<file path="config.mk">
export PLATFORM = sky130hd
export DESIGN_NAME = pipelined_cla_adder
export DESIGN_NICKNAME = d
export VERILOG_FILES = /design/src/rtl/cla_adder_pkg.sv /design/src/rtl/cla_group_lookahead.sv /design/src/rtl/pipelined_cla_adder.sv
export SDC_FILE = /design/constraint.sdc
export NUM_CORES = 1
export LEC_CHECK = 0
export ABC_AREA = 0
export CORE_MARGIN = 5
export CORE_UTILIZATION = 41
export DETAILED_ROUTE_END_ITERATION = 8
export SKIP_CTS_REPAIR_TIMING = 1
export SLEW_MARGIN = 20
export SYNTH_ARGS = -nofsm -noshare
export SYNTH_HDL_FRONTEND = slang
export SYNTH_SLANG_ARGS = --single-unit
</file>
<file path="constraint.sdc">
create_clock -name clk_i -period 1.6 [get_ports clk_i]
set_input_delay 0.32 -clock clk_i [delete_from_list [all_inputs] [get_ports clk_i]]
set_output_delay 0.32 -clock clk_i [all_outputs]
set_load 0.02 [all_outputs]
</file>
<file path="src/rtl/cla_adder_pkg.sv">
// cla_adder_pkg
//   Shared constants and elaboration helpers for pipelined_cla_adder.
//   - CLA_STAGES   : number of registered compute stages after the input rank.
//   - cla_width_ok : WIDTH/GROUP legality rule, evaluated at elaboration.
//   The stage payload structs depend on the top's WIDTH/GROUP parameters.
//   A package cannot see those parameters, so the structs are declared in the
//   top module next to the registers that use them.
package cla_adder_pkg;

    localparam int CLA_STAGES = 3;

    // WIDTH must be a positive, whole number of lookahead groups.
    function automatic bit cla_width_ok(input int width, input int group);
        return (group > 0) && (width > 0) && ((width % group) == 0);
    endfunction

endpackage

</file>
<file path="src/rtl/cla_group_lookahead.sv">
// cla_group_lookahead
//   N-bit carry-lookahead cell using flat sum-of-products carries.
//   Ports:
//     p, g   : per-position propagate / generate
//     cin    : carry into position 0
//     p_blk  : block propagate (all positions propagate)
//     g_blk  : block generate (block produces a carry on its own)
//     c      : c[i] = carry into position i, c[N] = carry out of the block
module cla_group_lookahead #(
    parameter int N = 4
) (
    input  logic [N-1:0] p,
    input  logic [N-1:0] g,
    input  logic         cin,
    output logic         p_blk,
    output logic         g_blk,
    output logic [N:0]   c
);

    // Each carry is an OR of independent product terms rather than a chain,
    // so the depth per carry stays two levels regardless of position.
    always_comb begin
        logic acc;
        logic term;
        c    = '0;
        acc  = 1'b0;
        term = 1'b0;
        c[0] = cin;
        for (int i = 1; i <= N; i++) begin
            term = cin;
            for (int k = 0; k < i; k++) term = term & p[k];
            acc = term;
            for (int j = 0; j < i; j++) begin
                term = g[j];
                for (int k = j + 1; k < i; k++) term = term & p[k];
                acc = acc | term;
            end
            c[i] = acc;
        end
    end

    always_comb begin
        logic term;
        term  = 1'b0;
        g_blk = 1'b0;
        for (int j = 0; j < N; j++) begin
            term = g[j];
            for (int k = j + 1; k < N; k++) term = term & p[k];
            g_blk = g_blk | term;
        end
    end

    assign p_blk = &p;

endmodule

</file>
<file path="src/rtl/pipelined_cla_adder.sv">
// pipelined_cla_adder
//   Registered two-level carry-lookahead adder with valid/ready handshake.
//   Ranks: input capture, S1 (p/g + group P/G), S2 (all carries), S3 (outputs).
//   An operand accepted at edge N shows valid_o after edge N+3.
//   Ports:
//     clk_i, rst_ni      : clock, asynchronous active-low reset
//     valid_i / ready_o  : operand handshake (ready_o = !valid_o | ready_i)
//     a_i, b_i, cin_i    : operands and carry-in (borrow-in when subtracting)
//     sub_i              : subtract select, only with CLA_ADDER_SUB_EN
//     valid_o / ready_i  : result handshake
//     sum_o, cout_o      : result and carry-out (borrow-out when subtracting)
//     ovf_o              : two's-complement overflow from raw carries
//   Optional feature macro: CLA_ADDER_SUB_EN
module pipelined_cla_adder
    import cla_adder_pkg::*;
#(
    parameter int WIDTH = 32,
    parameter int GROUP = 4
) (
    input  logic             clk_i,
    input  logic             rst_ni,
    input  logic             valid_i,
    output logic             ready_o,
    input  logic [WIDTH-1:0] a_i,
    input  logic [WIDTH-1:0] b_i,
    input  logic             cin_i,
`ifdef CLA_ADDER_SUB_EN
    input  logic             sub_i,
`endif
    output logic             valid_o,
    input  logic             ready_i,
    output logic [WIDTH-1:0] sum_o,
    output logic             cout_o,
    output logic             ovf_o
);

    localparam int NGRP = WIDTH / GROUP;

    if (!cla_width_ok(WIDTH, GROUP)) begin : g_cfg_err
        $error("pipelined_cla_adder: WIDTH must be a positive multiple of GROUP");
    end

    typedef struct packed {
        logic [WIDTH-1:0] a;
        logic [WIDTH-1:0] b;    // B already conditioned for subtract
        logic             cin;  // effective carry-in
`ifdef CLA_ADDER_SUB_EN
        logic             sub;
`endif
    } in_t;

    typedef struct packed {
        logic [WIDTH-1:0] p;
        logic [WIDTH-1:0] g;
        logic [NGRP-1:0]  gp;
        logic [NGRP-1:0]  gg;
        logic             cin;
`ifdef CLA_ADDER_SUB_EN
        logic             sub;
`endif
    } s1_t;

    typedef struct packed {
        logic [WIDTH-1:0] p;
        logic [WIDTH:0]   c;    // c[i] = carry into bit i, c[WIDTH] = carry out
`ifdef CLA_ADDER_SUB_EN
        logic             sub;
`endif
    } s2_t;

    logic [CLA_STAGES:0] vld_pipe;
    logic                en;
    in_t                 in_d, in_q;
    s1_t                 s1_d, s1_q;
    s2_t                 s2_d, s2_q;
    logic                sub_s2;

    // Uniform stall: every rank moves together, bubbles are kept.
    assign en      = !vld_pipe[CLA_STAGES] || ready_i;
    assign ready_o = en;
    assign valid_o = vld_pipe[CLA_STAGES];

    // ---------------- input conditioning ----------------
    always_comb begin
        in_d.a = a_i;
`ifdef CLA_ADDER_SUB_EN
        in_d.b   = sub_i ? ~b_i : b_i;
        in_d.cin = cin_i ^ sub_i;
        in_d.sub = sub_i;
`else
        in_d.b   = b_i;
        in_d.cin = cin_i;
`endif
    end

    // ---------------- S1: bit p/g and group P/G ----------------
    logic [NGRP-1:0][GROUP:0] grp_c;  // group-local carries, recomputed in S2

    always_comb begin
        s1_d.p   = in_q.a ^ in_q.b;
        s1_d.g   = in_q.a & in_q.b;
        s1_d.cin = in_q.cin;
`ifdef CLA_ADDER_SUB_EN
        s1_d.sub = in_q.sub;
`endif
    end

    for (genvar k = 0; k < NGRP; k++) begin : g_grp
        cla_group_lookahead #(.N(GROUP)) u_grp (
            .p     (s1_d.p[k*GROUP +: GROUP]),
            .g     (s1_d.g[k*GROUP +: GROUP]),
            .cin   (1'b0),
            .p_blk (s1_d.gp[k]),
            .g_blk (s1_d.gg[k]),
            .c     (grp_c[k])
        );
    end

    // ---------------- S2: group carries, then bit carries ----------------
    logic [NGRP:0]            gc;
    logic                     top_p, top_g;
    logic [NGRP-1:0]          bit_p, bit_g, bit_cout;
    logic [NGRP-1:0][GROUP:0] bit_c;
    logic [WIDTH-1:0]         bit_carry;

    cla_group_lookahead #(.N(NGRP)) u_top (
        .p     (s1_q.gp),
        .g     (s1_q.gg),
        .cin   (s1_q.cin),
        .p_blk (top_p),
        .g_blk (top_g),
        .c     (gc)
    );

    for (genvar k = 0; k < NGRP; k++) begin : g_bit
        cla_group_lookahead #(.N(GROUP)) u_bit (
            .p     (s1_q.p[k*GROUP +: GROUP]),
            .g     (s1_q.g[k*GROUP +: GROUP]),
            .cin   (gc[k]),
            .p_blk (bit_p[k]),
            .g_blk (bit_g[k]),
            .c     (bit_c[k])
        );
        assign bit_carry[k*GROUP +: GROUP] = bit_c[k][GROUP-1:0];
        // Group carry-out duplicates gc[k+1]; only the top-level one is used.
        assign bit_cout[k] = bit_c[k][GROUP];
    end

    always_comb begin
        s2_d.p = s1_q.p;
        s2_d.c = {gc[NGRP], bit_carry};
`ifdef CLA_ADDER_SUB_EN
        s2_d.sub = s1_q.sub;
`endif
    end

`ifdef CLA_ADDER_SUB_EN
    assign sub_s2 = s2_q.sub;
`else
    assign sub_s2 = 1'b0;
`endif

    // Block P/G outputs not needed at these levels are folded into one sink.
    logic unused_ok;
    assign unused_ok = ^{grp_c, top_p, top_g, bit_p, bit_g, bit_cout};

    // ---------------- registers ----------------
    always_ff @(posedge clk_i or negedge rst_ni) begin
        if (!rst_ni) begin
            vld_pipe <= '0;
            in_q     <= '0;
            s1_q     <= '0;
            s2_q     <= '0;
            sum_o    <= '0;
            cout_o   <= 1'b0;
            ovf_o    <= 1'b0;
        end else if (en) begin
            vld_pipe <= {vld_pipe[CLA_STAGES-1:0], valid_i};
            if (valid_i)     in_q <= in_d;
            if (vld_pipe[0]) s1_q <= s1_d;
            if (vld_pipe[1]) s2_q <= s2_d;
            if (vld_pipe[2]) begin
                sum_o  <= s2_q.p ^ s2_q.c[WIDTH-1:0];
                cout_o <= s2_q.c[WIDTH] ^ sub_s2;
                ovf_o  <= s2_q.c[WIDTH] ^ s2_q.c[WIDTH-1];
            end
        end
    end

endmodule

</file>
==> results.txt, run 1 <==
The register bit count reported by yosys came out at 241. The setup TNS came out at 0 ps. The CTS tree is built.

CTS built an H-tree with a depth of 1. At the end of routability-driven placement, the weighted congestion stood at 0.763. The number of endpoints with negative hold slack in the final report is 0. The total via count in the routed design came out at roughly 6,500.

The number of non-filler instances in the completed layout is 1,331. The die outline width is 168 um. Wire segments on met3 add up to 1.09 mm in the final route. The fraction of final layout cells sized beyond drive strength 1 came out at 0.225. The setup slack of the worst register-to-register path came out at 100 ps.

For this run, design rule violations remaining after detail routing come to 0. The buffer depth of the longest clock path came out at 3. The highest layer touched by signal routing is met4.

The via count of the first global-routing pass came out at 6,831. In the global route stage, overall resource usage came out at 0.145. The cell total after placement is 1,277. The routed via count divided by cell count came out at 4.91. The fraction of synthesized area in multiplexers came out at 0.138. The fill cell total of the finished layout came out at 2,168.

The sequential standard cell area came out at 6030 sq um. Dividing the final minimum period by the clock period gives 0.985. The number of antenna diodes is 0. The worst slew margin relative to its limit came out at 0.744. Setup slack on the critical path of the routed design comes to 23.3 ps. The pin count of the biggest net entering global routing came out at 63. Of the total synthesized cell area, the portion taken by XOR and XNOR cells is 0.0284. Across the run, the number of max-cap violations was 0. Counting every sink on the clock net gives around 240. The worst slack at placement is -340 ps. Summed over all nets, the half-perimeter wirelength after detailed placement is 14.4 mm. The post-synthesis adder-cell area fraction is 0.0393. Summing all multi-input logic gate instances after layout gives 3910 sq um. After the first detailed-routing iteration, the DRC count stood at between 300 and 400. The area fraction in and, or, nand and nor cells after synthesis came out at 0.0901.

The top cell types in the final layout, fill and taps aside, are sky130_fd_sc_hd__dfrtp_1, sky130_fd_sc_hd__nand2_1, sky130_fd_sc_hd__mux2_2. The total routed wirelength is 20.3 mm. At the pin with the least slew margin, the transition time is 374 ps. For this run, the detailed router's first-pass iteration total came to 4. For this run, the register share of the synthesized area comes to 0.592. The post-synthesis average cell area came out at 12.0 sq um. The share of the synthesized area in compound gates (AO/OA/AOI/OAI) was 0.0859. The initial antenna violation count came out at 0. The synthesized design contains 0 enable-type register cells. The maximum clock frequency is 634 MHz. The final core area utilization is 0.531. Dividing the detail-routed wire length by the instance count gives approximately 15 um. The number of nets in the final layout is ~1,100. The number of standard cells after synthesis came out at around 850. Leaving out fill and tap cells, the most frequent cell in the layout is sky130_fd_sc_hd__dfrtp_1. The remaining antenna violation count after routing came out at 0. The worst ir drop on vdd came out at just over 900 uV.

STA puts the critical path data required time at 1280 ps. The critical path is of the reg2out type. The overall power of the completed layout is 26,600 uW.

The worst-case clock skew is 6.60 ps. The cell area that synthesis handed to floorplanning was 10,200 sq um. Of all nets on the critical path, the largest fanout is 5.

The flow ran to the end, and the final reports show no timing, DRC or antenna violations. Setup repair after global routing could not meet its margin everywhere. The clock latency at the later pin of the worst-skew pair is ~520 ps. The dominant combinational cell family by area after synthesis is multiplexers. The first global-routing pass estimated between 30 and 40 mm of wire. The die span in y is 168 um.

The predominant post-synthesis flop cell is sky130_fd_sc_hd__dfrtp_1. The count of yosys warnings during synthesis came out at 0. Subtracting the final worst setup slack from the clock period gives 1580 ps. The I/O pin count is approximately 110. The path class of the tightest hold or removal check is in2async.

For the worst setup path, the data arrival time is 1260 ps. The max-slew violation count is 0. In this run the static leakage power is 0.00605 uW. During placement, the flow inserted port buffers numbering 104. The final-report setup violation count is 0. Clock tree synthesis selected as its root buffer the cell sky130_fd_sc_hd__clkbuf_16. The type of destination of the critical path is an output port. The total area inside the core boundary comes to 24,400 sq um. The count of unique library cells instantiated by Yosys came out at 45. The met1 layer wirelength in the final routing is 9.35 mm.

The CTS buffer count came out at 28. The power density over the cells is 2050 nW/um^2. STA classifies the critical path startpoint as a register.

The starting utilization of the core area came out at 0.418. The total met2 wirelength after detailed routing is 9.39 mm. The die area is 28,100 sq um. The number of placement rows is 57. After clock tree synthesis, the clock-pin slew on the worst setup and hold paths is 60 ps. The post-synth net total came out at 948. The aggregate global routing overflow is 0. The async set or reset register ratio after synthesis is 1.00. The area added between synthesis and finish came out at 27.2%.
cell type report:
cell class                 count  share of cell area
sequential                   241               0.466
multi-input combinational    561               0.302
timing repair buffer         147               0.128
clock buffer                  40              0.0623
tap                          324              0.0313
clock inverter                12             0.00898
inverter                       6             0.00193
metrics by stage:
step / cell area [sq um] / hold slack (ps)
floorplan: 10200 / 24.4
global placement: 11900 / 171
detailed placement: 11900 / 172
CTS: 12800 / -400
global route: 13000 / 202
finish: 13000 / 217
worst paths after layout:
check	start	endpoint	cells past startpoint
max	vld_pipe[3]$_DFFE_PN0N_	ready_o	3
min	rst_ni	in_q[12]$_DFFE_PN0P_	2
max reg2reg	vld_pipe[3]$_DFFE_PN0N_	in_q[17]$_DFFE_PN0P_	5
min reg2reg	s1_q[72]$_DFFE_PN0P_	s2_q[56]$_DFFE_PN0P_	2
max in group asynchronous	rst_ni	s2_q[18]$_DFFE_PN0P_	3
min in group clk_i	a_i[11]	in_q[44]$_DFFE_PN0P_	2
synth_stat cells (2+ instances only):
| master | number | area (sq um) |
|---|---|---|
| sky130_fd_sc_hd__a211oi_1 | 2 | 15.0 |
| sky130_fd_sc_hd__a21o_1 | 23 | 173 |
| sky130_fd_sc_hd__a21oi_1 | 58 | 290 |
| sky130_fd_sc_hd__a31oi_1 | 3 | 18.8 |
| sky130_fd_sc_hd__buf_2 | 21 | 105 |
| sky130_fd_sc_hd__buf_4 | 2 | 15.0 |
| sky130_fd_sc_hd__buf_6 | 8 | 90.1 |
| sky130_fd_sc_hd__clkbuf_1 | 8 | 30.0 |
| sky130_fd_sc_hd__dfrtp_1 | 241 | 6030 |
| sky130_fd_sc_hd__ha_1 | 32 | 400 |
| sky130_fd_sc_hd__inv_1 | 4 | 15.0 |
| sky130_fd_sc_hd__mux2_2 | 122 | 1370 |
| sky130_fd_sc_hd__mux2i_1 | 2 | 20.0 |
| sky130_fd_sc_hd__nand2_1 | 150 | 563 |
| sky130_fd_sc_hd__nand2_2 | 2 | 12.5 |
| sky130_fd_sc_hd__nand4_1 | 9 | 56.3 |
| sky130_fd_sc_hd__nor2_1 | 49 | 184 |
| sky130_fd_sc_hd__nor3_1 | 8 | 40.0 |
| sky130_fd_sc_hd__o211ai_1 | 4 | 30.0 |
| sky130_fd_sc_hd__o21ai_0 | 37 | 185 |
| sky130_fd_sc_hd__o21ai_1 | 2 | 10.0 |
| sky130_fd_sc_hd__o21bai_1 | 3 | 22.5 |
| sky130_fd_sc_hd__o22ai_1 | 2 | 12.5 |
| sky130_fd_sc_hd__o32ai_1 | 2 | 17.5 |
| sky130_fd_sc_hd__xnor2_1 | 33 | 289 |
report_power, final:
part / switching (uW) / internal (uW) / total [uW]
clock network: 2440 / 3830 / 6270
registers: 1780 / 8720 / 10500
logic: 4760 / 5050 / 9810
total: 8980 / 17600 / 26600
worst max-delay path: stages (launching register included):
cell                      delay, ps
sky130_fd_sc_hd__dfrtp_1        370
sky130_fd_sc_hd__nor2b_4        140
sky130_fd_sc_hd__inv_4          100
sky130_fd_sc_hd__buf_6          130
sequential cells by signal, indices dropped and copies added, names as in the netlist:
register  count
ovf_o         1
s2_q         65
sum_o        32
cout_o        1
in_q         65
vld_pipe      4
s1_q         73
per-layer routing:
layer  up-vias  track usage
li1       3198            -
met1      3184        0.204
met2       124        0.235
met3        35       0.0266
met4         0       0.0339
met5         -            0
cells by family (layout without fill, tap and decap cells):
logic type,after synthesis,after routing
buffers and inverters,45,205
AND/OR/NAND/NOR,226,226
flip-flops,241,241
XOR/XNOR,33,33
multiplexers,125,125
AO/OA/AOI/OAI,145,145
adder cells (fa/ha/maj),32,32
No activity file was read; power rests on OpenSTA's default activity.
==> inputs of run 2 (changes only) <==
Settings changed: CTS_CLUSTER_SIZE from default to 8.
==> run 2 against run 1 <==
Net effect:
- cell count fell by 0.98%
- flip-flop and latch count did not move
- via count rose by 0.29%
- wire length rose by 0.89%
- clock skew rose by 5.2 ps
- sequential power barely moved
- hold slack improved by 43 ps
- non-clock buffer count did not move
- global-route usage rose by 0.26 points
- maximum frequency rose by 2.7%
- combinational power barely moved
- register-to-register slack barely moved
==> results.txt, run 2 (synthesis gave the netlist of run 1 again) <==
The remaining antenna violation count after routing is 0 (unchanged). The maximum clock frequency came out at 652 MHz (+2.7%). The worst slack at placement is -340 ps (unchanged). The cell area after placement is 11,900 sq um (unchanged). TritonCTS built the clock tree. The flip-flop count of the largest register after layout came out at 73 (unchanged). The total routed wirelength is 20.5 mm (+0.89%).

On the critical path, the stage with the largest delay is an instance of sky130_fd_sc_hd__dfrtp_1. The CTS buffer count is 36 (+29%). The final-report setup violation count came out at 0 (unchanged). The final hold slack was 260 ps (+43.0 ps). The met3 track utilization from global routing came out at 0.0309 (+0.00424). The setup slack of the worst register-to-register path is 90 ps (about the same). The final core area utilization came to 0.532 (+0.000616). The fraction of met1 tracks used by global routing came out at 0.204 (about the same). The first-pass GRT wire length is 34.5 mm (+0.50%). The flow ran to the end, and the final reports show no timing, DRC or antenna violations. By startpoint and endpoint, the worst setup path is classified as reg2out.

Leaving out fill and tap cells, the most frequent cells in the layout are sky130_fd_sc_hd__dfrtp_1, sky130_fd_sc_hd__nand2_1, sky130_fd_sc_hd__mux2_2. The leakage power came to 0.00605 uW (about the same). The buffers plus inverters on the worst setup path came out at 2 (unchanged).

The worst ir drop on vdd is 1230 uV (+35%). The starting utilization of the core area is 0.418 (unchanged). The total clock sinks came out at 241 (unchanged). The clock latency at the later pin of the worst-skew pair is 490 ps (-30 ps).

The routed via count divided by cell count came out at 4.98 (+1.3%). The via count of the first global-routing pass came out at 6,910 (+1.2%). The die outline width came out at 168 um (unchanged).

The final critical-path share of the clock period is 0.959 (-0.0262). The worst slew margin relative to its limit came to 0.752 (+0.00806). The pin count of the biggest net entering global routing is 63 (unchanged). The summed area of non-filler cells in the final layout is 13,000 sq um (+0.12%).

The critical path goes through nor2b_4 -> inv_4 -> buf_6. The clock slew seen by the registers of the worst setup and hold paths is 50 ps (about the same). The I/O pin count is 105 (unchanged). The commonest non-fill, non-tap cell in the layout is sky130_fd_sc_hd__dfrtp_1. STA classifies the critical path endpoint as an output port. The number of search-and-repair iterations in the first detailed-routing pass is 4 (unchanged). The tightest min-delay check is of the in2async type. The aggregate global routing overflow is 0 (unchanged).

The area of the placeable core was 24,400 sq um (unchanged). Counting flops per register, the top entry is s1_q. The reg-to-reg critical path endpoint is s2_q[28]$_DFFE_PN0P_. The transition time at the pin with the least slew margin is 362 ps (-11.8 ps).

The origin of the critical flop-to-flop path is vld_pipe[3]$_DFFE_PN0N_. In the final layout, the registers with the most flip-flops are s1_q (73), in_q (65), s2_q (65). The final critical-path required period is 1530 ps (-42.0 ps). The number of maximum-capacitance violations came out at 0 (unchanged). The worst setup path is launched from a register. The critical path required time is 1280 ps (about the same). The depth of the worst register-to-register path came out at 6 (+1). The final critical-path setup slack came to 65.3 ps (+42.0 ps). The global routing stage identified its most utilized layer as met2. The die span in y is 168 um (unchanged). The level count of the clock H-tree came out at 2 (+1). The fraction of final layout cells sized beyond drive strength 1 came to 0.221 (-0.00409).

The power density over the cells came to 2060 nW/um^2 (+0.63%). The number of nets in the final layout came out at 1,094 (+0.74%). The post-detailed-placement half-perimeter wirelength was 14.4 mm (unchanged).

The number of endpoints with negative hold slack in the final report is 0 (unchanged). The initial detailed-routing violation count came to 417 (+26%). The biggest cell delay along the critical path was 370 ps (about the same). The buffer depth of the longest clock path came to 3 (unchanged). Setup repair after global routing left no endpoint under its margin. The clock tree root buffer cell is sky130_fd_sc_hd__clkbuf_16. Grouping stages by cell kind, the critical path spends the most delay in flip-flops. The max-slew violation count is 0 (unchanged).

The global routing met2 resource utilization came out at 0.235 (+0.000526). The area growth from synthesis to layout is 27.3%. The number of antenna diodes came to 0 (unchanged). The worst-case clock skew is 11.8 ps (+5.18 ps). The total via count in the routed design came out at 6,560 (+0.29%). The number of buffer cells added on primary ports is 104 (unchanged). The data arrival at the endpoint of the critical path is 1210 ps (-50 ps). The initial antenna violation count is 0 (unchanged). The routed length per placed instance is 15.5 um (+1.9%). The final routed DRC violation total was 0 (unchanged). The number of placement rows came to 57 (unchanged). The setup TNS came out at 0 ps (unchanged). The maximum net fanout on the critical path is 5 (unchanged). The final weighted congestion in routability-driven placement was 0.763 (unchanged). The die area came out at 28,100 sq um (unchanged). The overall global routing resource usage was 0.147 (+0.00259).
## run 2: cell types whose count changed in the layout (fill, tap and decap cells not counted)
cell                        change
sky130_fd_sc_hd__clkinv_2       -9
sky130_fd_sc_hd__inv_8          -1
sky130_fd_sc_hd__clkbuf_1       -6
sky130_fd_sc_hd__clkbuf_8       -4
sky130_fd_sc_hd__bufinv_16      -2
sky130_fd_sc_hd__clkbuf_16      +8
sky130_fd_sc_hd__clkinv_4       +1
## run 2: how the worst max path moves through the flow
stage | from | to | slack (ps) | cells after the start
finish | vld_pipe[3]$_DFFE_PN0N_ | ready_o | 70 | 3
global route | vld_pipe[3]$_DFFE_PN0N_ | s2_q[30]$_DFFE_PN0P_ | 3 | 5
CTS | vld_pipe[3]$_DFFE_PN0N_ | ready_o | -450 | 3
detailed placement | ready_i | in_q[17]$_DFFE_PN0P_ | -340 | 6
global placement | ready_i | in_q[43]$_DFFE_PN0P_ | -300 | 6
floorplan | vld_pipe[3]$_DFFE_PN0N_ | in_q[24]$_DFFE_PN0P_ | 40 | 6
## run 2: metal layers
layer  vias up  part of all wire
met3        38             0.047
met2       125              0.46
met1      3200              0.46
met4         0             0.025
met5         -                 0
li1       3197                 -
## run 2: per-stage QoR
step	total power (uW)	instances
after CTS	27300	1316
after detailed placement	20600	1277
final	26800	1318
after floorplan	16800	847
after global placement	20400	1277
after global routing	28700	1318
## run 2: power breakdown
group	internal, uW	total [uW]	switching [uW]
sequential	8740	10500	1780
clock	4040	6440	2400
combinational	5050	9820	4770
## run 2: cell type report
class | instances | area, sq um
Tap cell | 324 | 405
Multi-Input combinational cell | 561 | 3910
Timing Repair Buffer | 147 | 1660
Fill cell | 2172 | 11400
Clock buffer | 38 | 930
Clock inverter | 1 | 8.76
Sequential cell | 241 | 6030
Inverter | 6 | 25.0
==> edit (config.mk and constraints of run 1) <==
Add a define of `CLA_ADDER_SUB_EN`.
--- a/src/rtl/pipelined_cla_adder.sv
+++ b/src/rtl/pipelined_cla_adder.sv
@@ -11,6 +11,8 @@
 //     sum_o, cout_o      : result and carry-out (borrow-out when subtracting)
 //     ovf_o              : two's-complement overflow from raw carries
 //   Optional feature macro: CLA_ADDER_SUB_EN
+`define CLA_ADDER_SUB_EN
+
 module pipelined_cla_adder
     import cla_adder_pkg::*;
 #(
Interface: changed (added sub_i); port bits go from 105 to 106. No check against the original RTL was run, so the function may have changed too.
==> edit against run 1 <==
- total power shrank 0.56%
- critical path depth is the same
- critical endpoint unchanged
- wire length grew 7.1%
- cell count grew 6.2%
- area after synthesis grew 3.5%
- setup slack gained 0.038 ns
- highest routed layer unchanged
- sequential cell count grew 3
- critical path type unchanged
- cell area grew 2.8%
==> edit: results (changes against run 1) <==
Synth
  • Ys async rst share: 100% (unchanged)
  • Leading post-synthesis cells by cell area: sky130_fd_sc_hd__dfrtp_1, sky130_fd_sc_hd__mux2_2, sky130_fd_sc_hd__nand2_1, sky130_fd_sc_hd__xnor2_1, sky130_fd_sc_hd__ha_1
  • Unique cell type count in the Yosys netlist: 43 (-4.4%)
  • Synth Net Count: 1032 (+8.9%)
  • Average size of a mapped cell: 11.3 sq um (-5.7%)
  • Portion of the post-synthesis area used by sequential elements: 57.9% (-1.3 points)
  • Synth top cells by count: sky130_fd_sc_hd__dfrtp_1, sky130_fd_sc_hd__nand2_1, sky130_fd_sc_hd__mux2_2
  • Total of warnings raised by yosys: 0 (unchanged)

Finish
  • Share of cells above drive strength 1: 18.1% (-4.5 points)
  • Filler instances: 2292 (+5.7%)
  • Max reg flops: 74 (+1.4%)
  • Number of nets in the layout: 1171 (+7.8%)
  • Diodes inserted: 0 (unchanged)
  • Biggest registers after layout: s1_q: 74 flops, in_q: 66 flops, s2_q: 65 flops
  • Number of cells in the finished layout apart from fillers: 1414 (+6.2%)

Routing
  • Number of violations reported at the end of detailed-routing iteration 0: 323 (-2.1%)
  • Total Routed Length: 21700 um (+7.1%)
  • Routed via count divided by cell count: 4.81 (-2.1%)
  • Initial DRT Pass Iterations: 5 (+1)

Global routing
  • All-layer global routing usage: 15.3% (+0.79 points)
  • Maximum number of pins on one net before global-route repair: 60 (-4.8%)
  • First-pass GRT wire length: 36700 um (+6.9%)
  • Vias in the first global route: 6832 (+0.015%)
  • Antenna violations before repair: 0 (unchanged)

Clock tree
  • Clock buffers created by TritonCTS: 25 (-11%)
  • Worst skew pair latency: 0.51 ns
  • Clock Pin Slew Worst Setup and Hold Paths: 0.06 ns (about the same)
  • Clk Tree Root Cell: sky130_fd_sc_hd__clkbuf_16
  • Largest buffer count on any clock path: 3 (unchanged)
  • Maximum level of the CTS H-tree: 1 (unchanged)

Power
  • Peak ir drop on the vdd network: 842 uV (-7.2%)
  • Leakage power: 6.23 nW (+3.0%)

STA
  • Pin slew with the least headroom to its limit: 0.340 ns (-0.0343 ns)
  • Max-slew violations: 0 (unchanged)
  • Worst Clk Skew: 0.00785 ns (+0.00125 ns)

Critical path
  • Max FO, Critical Path: 2 (-3)
  • Reg2Reg Setup Slack: 0.11 ns
  • CP arrival: 1.22 ns (-0.04 ns)

Placed design
  • Detailed placement HPWL: 16100 um (+12%)
  • IO buf count: 105 (+0.96%)
  • RePlAce Congestion: 0.790 (+3.5%)

Die
  • Area enclosed by the die boundary: 29000 sq um (+3.3%)

Outcome
  • Outcome: complete, no violations
edit: changes by cell type in the layout (fill, tap and decap cells not counted), sizes merged:
| cell | change |
|---|---|
| mux2 | -32 |
| o21ai | +33 |
| nor2 | +1 |
| clkinv | -6 |
| a21oi | +1 |
| buf | +10 |
| clkbuf | -3 |
| nand2 | +36 |
| xnor2 | +34 |
| dfrtp | +3 |
edit: critical path, cell delays in order (launching register included):
cell and delay [ns]:
sky130_fd_sc_hd__dfrtp_1 0.37, sky130_fd_sc_hd__nor2b_4 0.13, sky130_fd_sc_hd__inv_2 0.09, sky130_fd_sc_hd__buf_6 0.12
edit: power by group:
group	total, mW	internal (mW)	switching (mW)	leakage [nW]
sequential	10.7	8.82	1.92	2.96
combinational	10.0	5.08	4.93	2.87
clock	5.68	3.42	2.26	0.397
total	26.4	17.3	9.11	6.23
edit: worst paths after layout:
check                             from  depth (start not counted)       end
min reg2reg                   s1_q[81]                          2  s2_q[65]
min                             rst_ni                          2   in_q[8]
max reg2reg                   in_q[27]                          5   s1_q[8]
max in group asynchronous       rst_ni                          4  s1_q[39]
max                        vld_pipe[3]                          3   ready_o
min in group clk_i               sub_i                          4  in_q[19]
edit: per-stage QoR:
step           setup TNS (ns)  utilization, %  area, sq um  setup slack, ns  hold WS [ns]
3_5_place_dp           -50.46            49.0        12400           -0.346         0.205
4_1_cts                 -7.82            52.2        13200           -0.438        -0.339
6_report                    0            52.7        13300           0.0609         0.256
2_1_floorplan               0               -        10500           0.0571        0.0244
3_3_place_gp           -49.07            49.0        12400           -0.333         0.206
5_1_grt                     0            52.7        13300          0.00663         0.283
edit: cell families (layout without fill, tap and decap cells):
logic type                 after synthesis  count (layout)  synth area share, %
AOI/OAI and AO/OA                      179             179                 9.85
xor gates and xnor gates                67              67                 5.56
adders and majority gates               32              32                 3.80
buffers and inverters                   52             206                 2.85
DFF                                    244             244                 57.9
muxes                                   93              93                 9.91
and+or+nand+nor                        263             263                 10.1
edit: per-layer routing:
metal	track usage (%)	share of wire, %	up-vias
li1	-	-	3474
met1	25.9	55	3183
met2	20.2	39	121
met3	2.67	4.5	22
met4	3.02	1.3	0
met5	0	0	-
edit: area by class of cell:
cell class	count	share of cell area [%]
flip-flops and latches	244	45.8
multi-input cells	634	31.2
repair buffers	158	13.6
clock buffers	36	5.38
well taps	330	3.10
clock inverters	6	0.648
inverters	6	0.169
